[config.mk]
export PLATFORM = sky130hd
export DESIGN_NAME = udma_uart_rx_fifo
export DESIGN_NICKNAME = d
export VERILOG_FILES = /design/src/rtl/udma_uart_rx_fifo.sv
export SDC_FILE = /design/constraint.sdc
export NUM_CORES = 1
export LEC_CHECK = 0
export BUFFER_PORTS_ARGS = -buffer_cell sky130_fd_sc_hd__clkbuf_2
export CAP_MARGIN = 20
export CORE_MARGIN = 2
export CORE_UTILIZATION = 46
export DETAILED_ROUTE_END_ITERATION = 8
export PLACE_DENSITY_LB_ADDON = 0.05
export REMOVE_ABC_BUFFERS = 1
export SETUP_SLACK_MARGIN = 0.3
export SYNTH_ARGS = -nofsm -noshare
export SYNTH_HDL_FRONTEND = slang
export SYNTH_SLANG_ARGS = --single-unit
[constraint.sdc]
create_clock -name clk_i -period 4.7 [get_ports clk_i]
set_input_delay 0.94 -clock clk_i [delete_from_list [all_inputs] [get_ports clk_i]]
set_output_delay 0.94 -clock clk_i [all_outputs]
set_load 0.05 [all_outputs]
[src/rtl/udma_uart_rx_fifo.sv]
// UART receive engine for the uDMA UART peripheral: 2-flop input synchroniser,
// mid-bit sampling FSM (5-8 data bits, optional parity, 1/2 stop bits),
// show-ahead RX FIFO and sticky parity/frame/overflow error flags.
module udma_uart_rx_fifo #(
    parameter int FIFO_DEPTH = 8,
    parameter int DIV_W      = 16
) (
    input  logic                          clk_i,
    input  logic                          rstn_i,
    input  logic                          cfg_en_i,
    input  logic [DIV_W-1:0]              cfg_div_i,
    input  logic [1:0]                    cfg_bits_i,
    input  logic                          cfg_parity_en_i,
    input  logic                          cfg_parity_odd_i,
    input  logic                          cfg_stop2_i,
    input  logic                          cfg_clr_i,
    input  logic                          cfg_err_clr_i,
    input  logic                          uart_rx_i,
    output logic [7:0]                    data_o,
    output logic                          valid_o,
    input  logic                          ready_i,
    output logic [$clog2(FIFO_DEPTH):0]   count_o,
    output logic                          rx_char_event_o,
    output logic                          err_parity_o,
    output logic                          err_frame_o,
    output logic                          err_overflow_o,
    output logic                          busy_o
);
    localparam int PTR_W = $clog2(FIFO_DEPTH);
    localparam int CNT_W = PTR_W + 1;
    localparam logic [CNT_W-1:0] FULL_CNT = CNT_W'(FIFO_DEPTH);

    typedef enum logic [2:0] {ST_IDLE, ST_START, ST_DATA, ST_PARITY, ST_STOP} state_e;

    logic             rx_meta_q, rxs_q, rxs_prev_q;
    state_e           state_q, state_d;
    logic [DIV_W-1:0] baud_cnt_q, baud_cnt_d;
    logic [2:0]       bit_idx_q, bit_idx_d;
    logic [7:0]       shreg_q, shreg_d;
    logic             stop_idx_q, stop_idx_d;
    logic             bad_par_q, bad_par_d;
    logic             bad_frm_q, bad_frm_d;
    logic             done_q, done_d;

    logic [7:0]       mem_q [FIFO_DEPTH];
    logic [PTR_W-1:0] wr_ptr_q, wr_ptr_d, rd_ptr_q, rd_ptr_d;
    logic [CNT_W-1:0] count_q, count_d;
    logic             err_par_q, err_par_d;
    logic             err_frm_q, err_frm_d;
    logic             err_ovf_q, err_ovf_d;

    logic             sample, full, pop, push_req, push;
    logic [2:0]       last_bit;

    assign sample   = (baud_cnt_q == '0);
    assign last_bit = {1'b0, cfg_bits_i} + 3'd4;

    // Two-flop synchroniser for the pad input plus one delayed copy for edge detection.
    always_ff @(posedge clk_i or negedge rstn_i) begin
        if (!rstn_i) begin
            rx_meta_q  <= 1'b1;
            rxs_q      <= 1'b1;
            rxs_prev_q <= 1'b1;
        end else begin
            rx_meta_q  <= uart_rx_i;
            rxs_q      <= rx_meta_q;
            rxs_prev_q <= rxs_q;
        end
    end

    // Receive FSM next-state: baud counter samples at zero, bits assembled LSB-first.
    always_comb begin
        state_d    = state_q;
        baud_cnt_d = baud_cnt_q;
        bit_idx_d  = bit_idx_q;
        shreg_d    = shreg_q;
        stop_idx_d = stop_idx_q;
        bad_par_d  = bad_par_q;
        bad_frm_d  = bad_frm_q;
        done_d     = 1'b0;
        if (!cfg_en_i) begin
            state_d = ST_IDLE;
        end else begin
            if (state_q != ST_IDLE) begin
                baud_cnt_d = sample ? cfg_div_i : baud_cnt_q - DIV_W'(1);
            end
            case (state_q)
                ST_IDLE: begin
                    if (rxs_prev_q && !rxs_q) begin
                        state_d    = ST_START;
                        baud_cnt_d = cfg_div_i >> 1;
                    end
                end
                ST_START: begin
                    if (sample) begin
                        if (rxs_q) begin
                            state_d = ST_IDLE;
                        end else begin
                            state_d    = ST_DATA;
                            bit_idx_d  = '0;
                            shreg_d    = '0;
                            stop_idx_d = 1'b0;
                            bad_par_d  = 1'b0;
                            bad_frm_d  = 1'b0;
                        end
                    end
                end
                ST_DATA: begin
                    if (sample) begin
                        shreg_d[bit_idx_q] = rxs_q;
                        bit_idx_d = bit_idx_q + 3'd1;
                        if (bit_idx_q == last_bit) begin
                            state_d = cfg_parity_en_i ? ST_PARITY : ST_STOP;
                        end
                    end
                end
                ST_PARITY: begin
                    if (sample) begin
                        bad_par_d = (rxs_q != ((^shreg_q) ^ cfg_parity_odd_i));
                        state_d   = ST_STOP;
                    end
                end
                ST_STOP: begin
                    if (sample) begin
                        bad_frm_d  = bad_frm_q | ~rxs_q;
                        stop_idx_d = 1'b1;
                        // Leave at mid-bit of the last stop so the next start edge is seen early.
                        if (stop_idx_q == cfg_stop2_i) begin
                            state_d = ST_IDLE;
                            done_d  = 1'b1;
                        end
                    end
                end
                default: state_d = ST_IDLE;
            endcase
        end
    end

    // Receive FSM state registers.
    always_ff @(posedge clk_i or negedge rstn_i) begin
        if (!rstn_i) begin
            state_q    <= ST_IDLE;
            baud_cnt_q <= '0;
            bit_idx_q  <= '0;
            shreg_q    <= '0;
            stop_idx_q <= 1'b0;
            bad_par_q  <= 1'b0;
            bad_frm_q  <= 1'b0;
            done_q     <= 1'b0;
        end else begin
            state_q    <= state_d;
            baud_cnt_q <= baud_cnt_d;
            bit_idx_q  <= bit_idx_d;
            shreg_q    <= shreg_d;
            stop_idx_q <= stop_idx_d;
            bad_par_q  <= bad_par_d;
            bad_frm_q  <= bad_frm_d;
            done_q     <= done_d;
        end
    end

    // Character completion, FIFO bookkeeping and sticky errors (set wins over clear).
    always_comb begin
        full     = (count_q == FULL_CNT);
        pop      = (count_q != '0) && ready_i && !cfg_clr_i;
        push_req = done_q && !bad_frm_q && !bad_par_q && !cfg_clr_i;
        push     = push_req && (!full || pop);
        if (cfg_clr_i) begin
            count_d  = '0;
            wr_ptr_d = '0;
            rd_ptr_d = '0;
        end else begin
            count_d  = count_q + CNT_W'(push) - CNT_W'(pop);
            wr_ptr_d = wr_ptr_q + PTR_W'(push);
            rd_ptr_d = rd_ptr_q + PTR_W'(pop);
        end
        err_frm_d = (done_q && bad_frm_q) || (err_frm_q && !cfg_err_clr_i);
        err_par_d = (done_q && !bad_frm_q && bad_par_q) || (err_par_q && !cfg_err_clr_i);
        err_ovf_d = (push_req && full && !pop) || (err_ovf_q && !cfg_err_clr_i);
    end

    // FIFO control and error flag registers.
    always_ff @(posedge clk_i or negedge rstn_i) begin
        if (!rstn_i) begin
            count_q   <= '0;
            wr_ptr_q  <= '0;
            rd_ptr_q  <= '0;
            err_par_q <= 1'b0;
            err_frm_q <= 1'b0;
            err_ovf_q <= 1'b0;
        end else begin
            count_q   <= count_d;
            wr_ptr_q  <= wr_ptr_d;
            rd_ptr_q  <= rd_ptr_d;
            err_par_q <= err_par_d;
            err_frm_q <= err_frm_d;
            err_ovf_q <= err_ovf_d;
        end
    end

    // FIFO storage; the assembled character stays in shreg_q through the completion cycle.
    always_ff @(posedge clk_i) begin
        if (push) begin
            mem_q[wr_ptr_q] <= shreg_q;
        end
    end

    assign valid_o         = (count_q != '0);
    assign data_o          = valid_o ? mem_q[rd_ptr_q] : 8'h00;
    assign count_o         = count_q;
    assign rx_char_event_o = push;
    assign err_parity_o    = err_par_q;
    assign err_frame_o     = err_frm_q;
    assign err_overflow_o  = err_ovf_q;
    assign busy_o          = (state_q != ST_IDLE);

endmodule

Yosys cells after proc, flatten, opt, wreduce, memory -nomap -nowiden
Memories as Yosys holds them, arrays and structs flattened.
Index checks and enable logic that the tools add are counted.
{"block": "totals", "ff_bits": 50, "mem_bits_rw": 64, "input_bits": 28, "out_inout_bits": 18, "elab_cells": 132, "memories": 1}
{"block": "op_classes", "addsub": 7, "n_lt_le_gt_ge": 2, "n_eq_ne": 20, "n_mux": 44, "bitwise": 3, "reduce_logical": 38}
{"memory": "mem_q", "words": 8, "width": 8, "rd": 1, "rd_clocked_by_memory_dff": 0, "wr": 1, "line_no": "45", "rtl": "logic [7:0] mem_q [FIFO_DEPTH];"}
{"cell": "16-bit two-way mux", "n": 4}
{"cell": "3-bit two-way mux", "n": 14}
{"cell": "8-bit two-way mux", "n": 4}
{"cell": "3-bit inequality test (second input constant)", "n": 7}
{"cell": "16-bit logical NOT", "n": 1}
{"cell": "8-bit one-hot mux with 2 select lines", "n": 1}
{"cell": "16-bit by 1-bit subtractor with 16-bit output (second input constant)", "n": 1}
{"cell": "1-bit logical AND", "n": 15}
{"cell": "3-bit one-hot mux with 5 select lines", "n": 1}
{"cell": "5-bit AND reduction", "n": 3}
{"cell": "1-bit two-way mux", "n": 12}
{"cell": "2-bit inequality test (second input constant)", "n": 5}
{"cell": "8-bit bitwise mux", "n": 1}
{"cell": "8-bit parity", "n": 1}
{"cell": "1-bit logical NOT", "n": 7}
{"cell": "7-bit AND reduction", "n": 1}
{"cell": "3-bit by 1-bit adder with 3-bit output", "n": 2}
{"cell": "3-bit by 2-bit equality test with 1-bit output (second input constant)", "n": 2}
{"cell": "1-bit one-hot mux with 2 select lines", "n": 3}
{"cell": "3-bit one-hot mux with 2 select lines", "n": 1}
{"cell": "2-bit nonzero test", "n": 3}
{"cell": "4-bit by 1-bit adder with 4-bit output", "n": 1}
{"cell": "4-bit equality test (second input constant)", "n": 1}
{"cell": "1-bit logical OR", "n": 4}
{"cell": "other kinds (19)", "n": 19}

Longest topological paths before layout
{"block": "depth", "ltp_word": 8, "depth_mapped": 12, "ltp_nobuf": 11}

Least setup slack after synthesis
Ideal clock, no wire load.
{"block": "synth_path", "path_type": "input to register", "startpoint": "in cfg_clr_i", "endpoint": "mem mem_q[1][0], enable pin", "setup_ps": 383, "t_arrival_ps": 2897, "required_time_ps": 4317, "slack_ps": 1419, "stages": 5, "n_path_buf": 0, "path_cell_list": "or4b_2 -> nand2b_1 -> inv_1 -> nand2_1 -> nor3_1"}
{"block": "synth_between", "elab_chain_len": 6, "elab_cells_between_ends": 7, "classes_between": "mux: 2; reduce/logical: 5"}
{"element": "start, declared", "line_no": "16", "rtl": "input logic cfg_clr_i,"}
{"element": "1-bit logical NOT (*)", "line_no": "165, 166"}
{"element": "1-bit logical AND", "line_no": "165", "rtl": "pop = (count_q != '0) && ready_i && !cfg_clr_i;"}
{"element": "1-bit logical OR", "line_no": "167", "rtl": "push = push_req && (!full || pop);"}
{"element": "1-bit logical AND (*)", "line_no": "167"}
{"element": "via rx_char_event_o", "line_no": "23", "rtl": "output logic rx_char_event_o,"}
{"element": "1-bit two-way mux (*)", "line_no": "203", "rtl": "if (push) begin"}
{"element": "1-bit two-way mux (not written as such) (*)", "line_no": "204", "rtl": "mem_q[wr_ptr_q] <= shreg_q;"}
{"element": "end, declared", "line_no": "45"}
Mark *: on every way through the listed nets, which the timed path passes. The rest lies on a longest branch.

Final worst setup path
{"block": "layout_path", "startpoint": "in cfg_clr_i", "endpoint": "out rx_char_event_o"}
{"block": "layout_between", "elab_chain_len": 4, "elab_cells_between_ends": 5, "classes_between": "reduce/logical: 5"}
{"element": "1-bit logical NOT (*)", "line_no": "165, 166"}
{"element": "1-bit logical AND", "line_no": "165"}
{"element": "1-bit logical OR", "line_no": "167"}
{"element": "1-bit logical AND (*)", "line_no": "167"}
{"element": "end, declared", "line_no": "23"}
Every way passes the cells marked *; elsewhere a longest branch is shown, timed or not.

==> flow_summary.json <==
{
  "layout_min_cycle_time_ps": 3378,
  "setup_viol": 0,
  "n_antenna_cell": 0,
  "yosys.area.top_type": "edfxtp_1",
  "holdWs_ps": 357.6,
  "port_buffers": 45,
  "die_w_um": 113.4,
  "synth_top_area_share_pct": 34.92,
  "ys_seq_elements": 114,
  "cpLargestDelayFamily": "simple AND/OR/NAND/NOR gates",
  "min_from": "rx_meta_q$_DFF_PN1_",
  "wl_um": 12130,
  "async_flop_share_pct": 43.86,
  "synth_cells": 435,
  "yosys_most_used_dff": "edfxtp_1",
  "report.final.slew_viol_count": 0,
  "syn_to_final_growth_pct": 17.14,
  "num_vias": 3660,
  "crit_start": "cfg_clr_i",
  "use_met1_pct": 29.79,
  "htree_levels": 4,
  "grt_pass1_vias": 3615,
  "setup_tns_ps": 0,
  "intPower_mw": 2.180,
  "seq_area_frac_synth_pct": 57.73,
  "worstSetupPathType": "input pin to output port",
  "drt_iter0_markers": 293,
  "placed_cells": 605,
  "power.share.switching_pct": 32.29,
  "rows": 39,
  "clock_path_buffers": 2,
  "timing.max_cap.violations": 0,
  "status": "finished clean",
  "vias_per_cell": 5.728,
  "end_kind": "output port",
  "layoutNonFillerInstCount": 639,
  "grt_max_degree": 51,
  "arrival_ps": 2440,
  "yosysUniqueCellTypes": 61,
  "top_usage_layer": "met2",
  "cts_tree": "built",
  "seq_power_share_pct": 38.3,
  "drive_gt1_share_pct": 21.98,
  "met3_usage_pct": 6.270,
  "place_congestion": 0.8559,
  "crit_fanout": 12,
  "cts_root_buf": "clkbuf_16",
  "path_buf_inv": 3,
  "ios": 46,
  "grt_usage_pct": 20.55,
  "finalInstanceArea_sq_mm": 0.006446,
  "clk_latency_ps": 420,
  "clock_skew_ps": 17.56,
  "whs_path_depth": 0,
  "clk_pin_slew_ps": 50,
  "nFillCells": 972,
  "crit_slowest_cell": "or4b_2",
  "r2r_end": "state_q[0]$_DFFE_PN0P_",
  "irDropWorstVdd_v": 0.0002579,
  "cts_resized": 0,
  "drc": 0,
  "hold_violations": 0,
  "cts_made_buffers": 17,
  "syn-cell-area_sq_mm": 0.005503,
  "cp-start-kind": "input pin",
  "place_area_sq_mm": 0.005833,
  "power_frac_comb_pct": 22.9,
  "reg2regPathDepth": 7,
  "cpPeakStageDelay_ps": 670,
  "cts.sinks": 114,
  "crit_top_cell": "clkbuf_2",
  "p_leak_nw": 2.442,
  "path_cells": "clkbuf_2 > or4b_2 > nand2b_1 > inv_1 > clkbuf_2",
  "slew-limit-headroom_pct": 41.21,
  "die-area_sq_mm": 0.01285,
  "worstHoldEndpoint": "rxs_q$_DFF_PN1_",
  "avgSynthCellArea_sq_um": 12.65,
  "die_y_um": 113.4,
  "synth-edff-count": 64,
  "r2r-start": "baud_cnt_q[0]$_DFFE_PN0P_",
  "powerDensity_mw_per_mm2": 499.5,
  "r2r_slack_ps": 1790,
  "post-cts-setup-buffers": 0,
  "pwr-share-clk_pct": 38.8,
  "synth_warnings": 0,
  "ctsHoldBuffers": 0,
  "required_ps": 3760,
  "grt.met2_usage_pct": 29.82,
  "grt_pass1_wl_um": 19680,
  "hpwl_um": 8203,
  "power_switching_mw": 1.040,
  "coreArea_sq_mm": 0.01156,
  "overflow": 0,
  "antenna_found_initial": 0,
  "rsz0062_at_grt": "false",
  "dp_slack_ps": 1128,
  "postRouteAntennaNets": 0,
  "fmax_mhz": 296.0,
  "start_util_pct": 47.58,
  "worst_slack_ps": 1322,
  "post-route-util_pct": 55.74,
  "first_pass_iters": 5,
  "period_share_pct": 71.87,
  "tightest_slew_ps": 876.0,
  "power.total_mw": 3.220,
  "nets": 525,
  "synth.area.top_cells": "edfxtp_1, dfrtp_1, mux4_2",
  "min_path_type": "flip-flop to flip-flop",
  "drt-wirelength-per-cell_um": 18.98
}
worst reg2reg max path: stages, from the launching register on:
cell and delay [ps]:
dfrtp_1 440, inv_1 90, ha_1 460, nor4b_1 320
nand4_1 680, a32oi_1 570, o2111ai_1 160, o21ai_0 110
placed cells by master, fill, tap and decap left out, drive strengths merged, types with 4 or more instances in the layout:
cell     n
edfxtp  64
clkbuf  64
dfrtp   47
nor2    32
o21ai   30
nand2   28
xnor2   17
mux4    16
inv     15
nor3    15
mux2i   14
nand3   13
a21oi   13
ha      12
nor2b    9
clkinv   9
nand2b   7
or4      7
a22oi    6
o22ai    5
o31ai    5
nand4    5
a31oi    4
nor4     4
cell usage after synthesis (3+ instances only):
library cell,instances
xnor2_1,17
and2_1,3
nand2b_1,6
o22ai_1,5
a21oi_1,13
a22oi_1,6
nand3_1,13
a31oi_1,4
inv_1,15
nand2_1,28
o21ai_0,29
ha_1,12
nand3b_1,3
xor2_1,3
or3_1,3
nor2_1,32
edfxtp_1,64
nor3_2,3
nor2b_1,9
or4_1,5
mux4_2,16
dfrtp_1,47
mux2i_1,14
a21o_1,3
o31ai_1,5
dfstp_2,3
o41ai_1,3
nand4_1,4
nor3_1,12
clkbuf_1,15
state kept, by name, summed over array words and instances, names as in the netlist, 3 cells and up:
signal	flops
baud_cnt_q	16
bit_idx_q	3
mem_q	64
rd_ptr_q	3
shreg_q	8
state_q	3
wr_ptr_q	3
count_o	4
logic make-up after synthesis:
group,count (synthesis),synth area share (%)
compound gates,86,10.07
xor+xnor,20,3.183
fa+ha+maj,13,3.092
buf+inv,36,2.637
flops,114,57.73
mux,32,9.504
simple gates,134,13.78
power groups by stage:
stage / Combinational [mW] / Clock [mW] / Sequential, mW
after global routing: 0.806 / 1.32 / 1.25
after floorplan: 0.518 / 0 / 1.27
after detailed placement: 0.714 / 0 / 1.26
final: 0.738 / 1.25 / 1.23
after CTS: 0.715 / 1.28 / 1.25
after global placement: 0.703 / 0 / 1.26
worst max-delay path by stage:
| stage | to | slack [ps] | cells after the start |
|---|---|---|---|
| 2_1_floorplan | mem_q[1][0]$_DFFE_PP_ | 1420 | 5 |
| 3_3_place_gp | mem_q[1][6]$_DFFE_PP_ | 1220 | 6 |
| 3_5_place_dp | mem_q[0][7]$_DFFE_PP_ | 1130 | 6 |
| 4_1_cts | data_o[1] | 1090 | 4 |
| 5_1_grt | rx_char_event_o | 1260 | 5 |
| 6_report | rx_char_event_o | 1320 | 5 |
cell type report:
class,count,area [sq um],area share [%]
clock buffers,18,429.2,6.658
repair buffers,49,272.8,4.231
inverters,17,63.81,0.9899
flip-flops and latches,114,3177,49.28
multi-input cells,285,2181,33.83
well taps,143,178.9,2.776
clock inverters,13,143.9,2.232
routing by layer:
layer  vias to the layer above  routed length (um)
met5                         -                   0
li1                       1747                   -
met2                       118                5386
met3                        12                 727
met1                      1783                5869
met4                         0                 148
(Power assumes the default switching activity.)
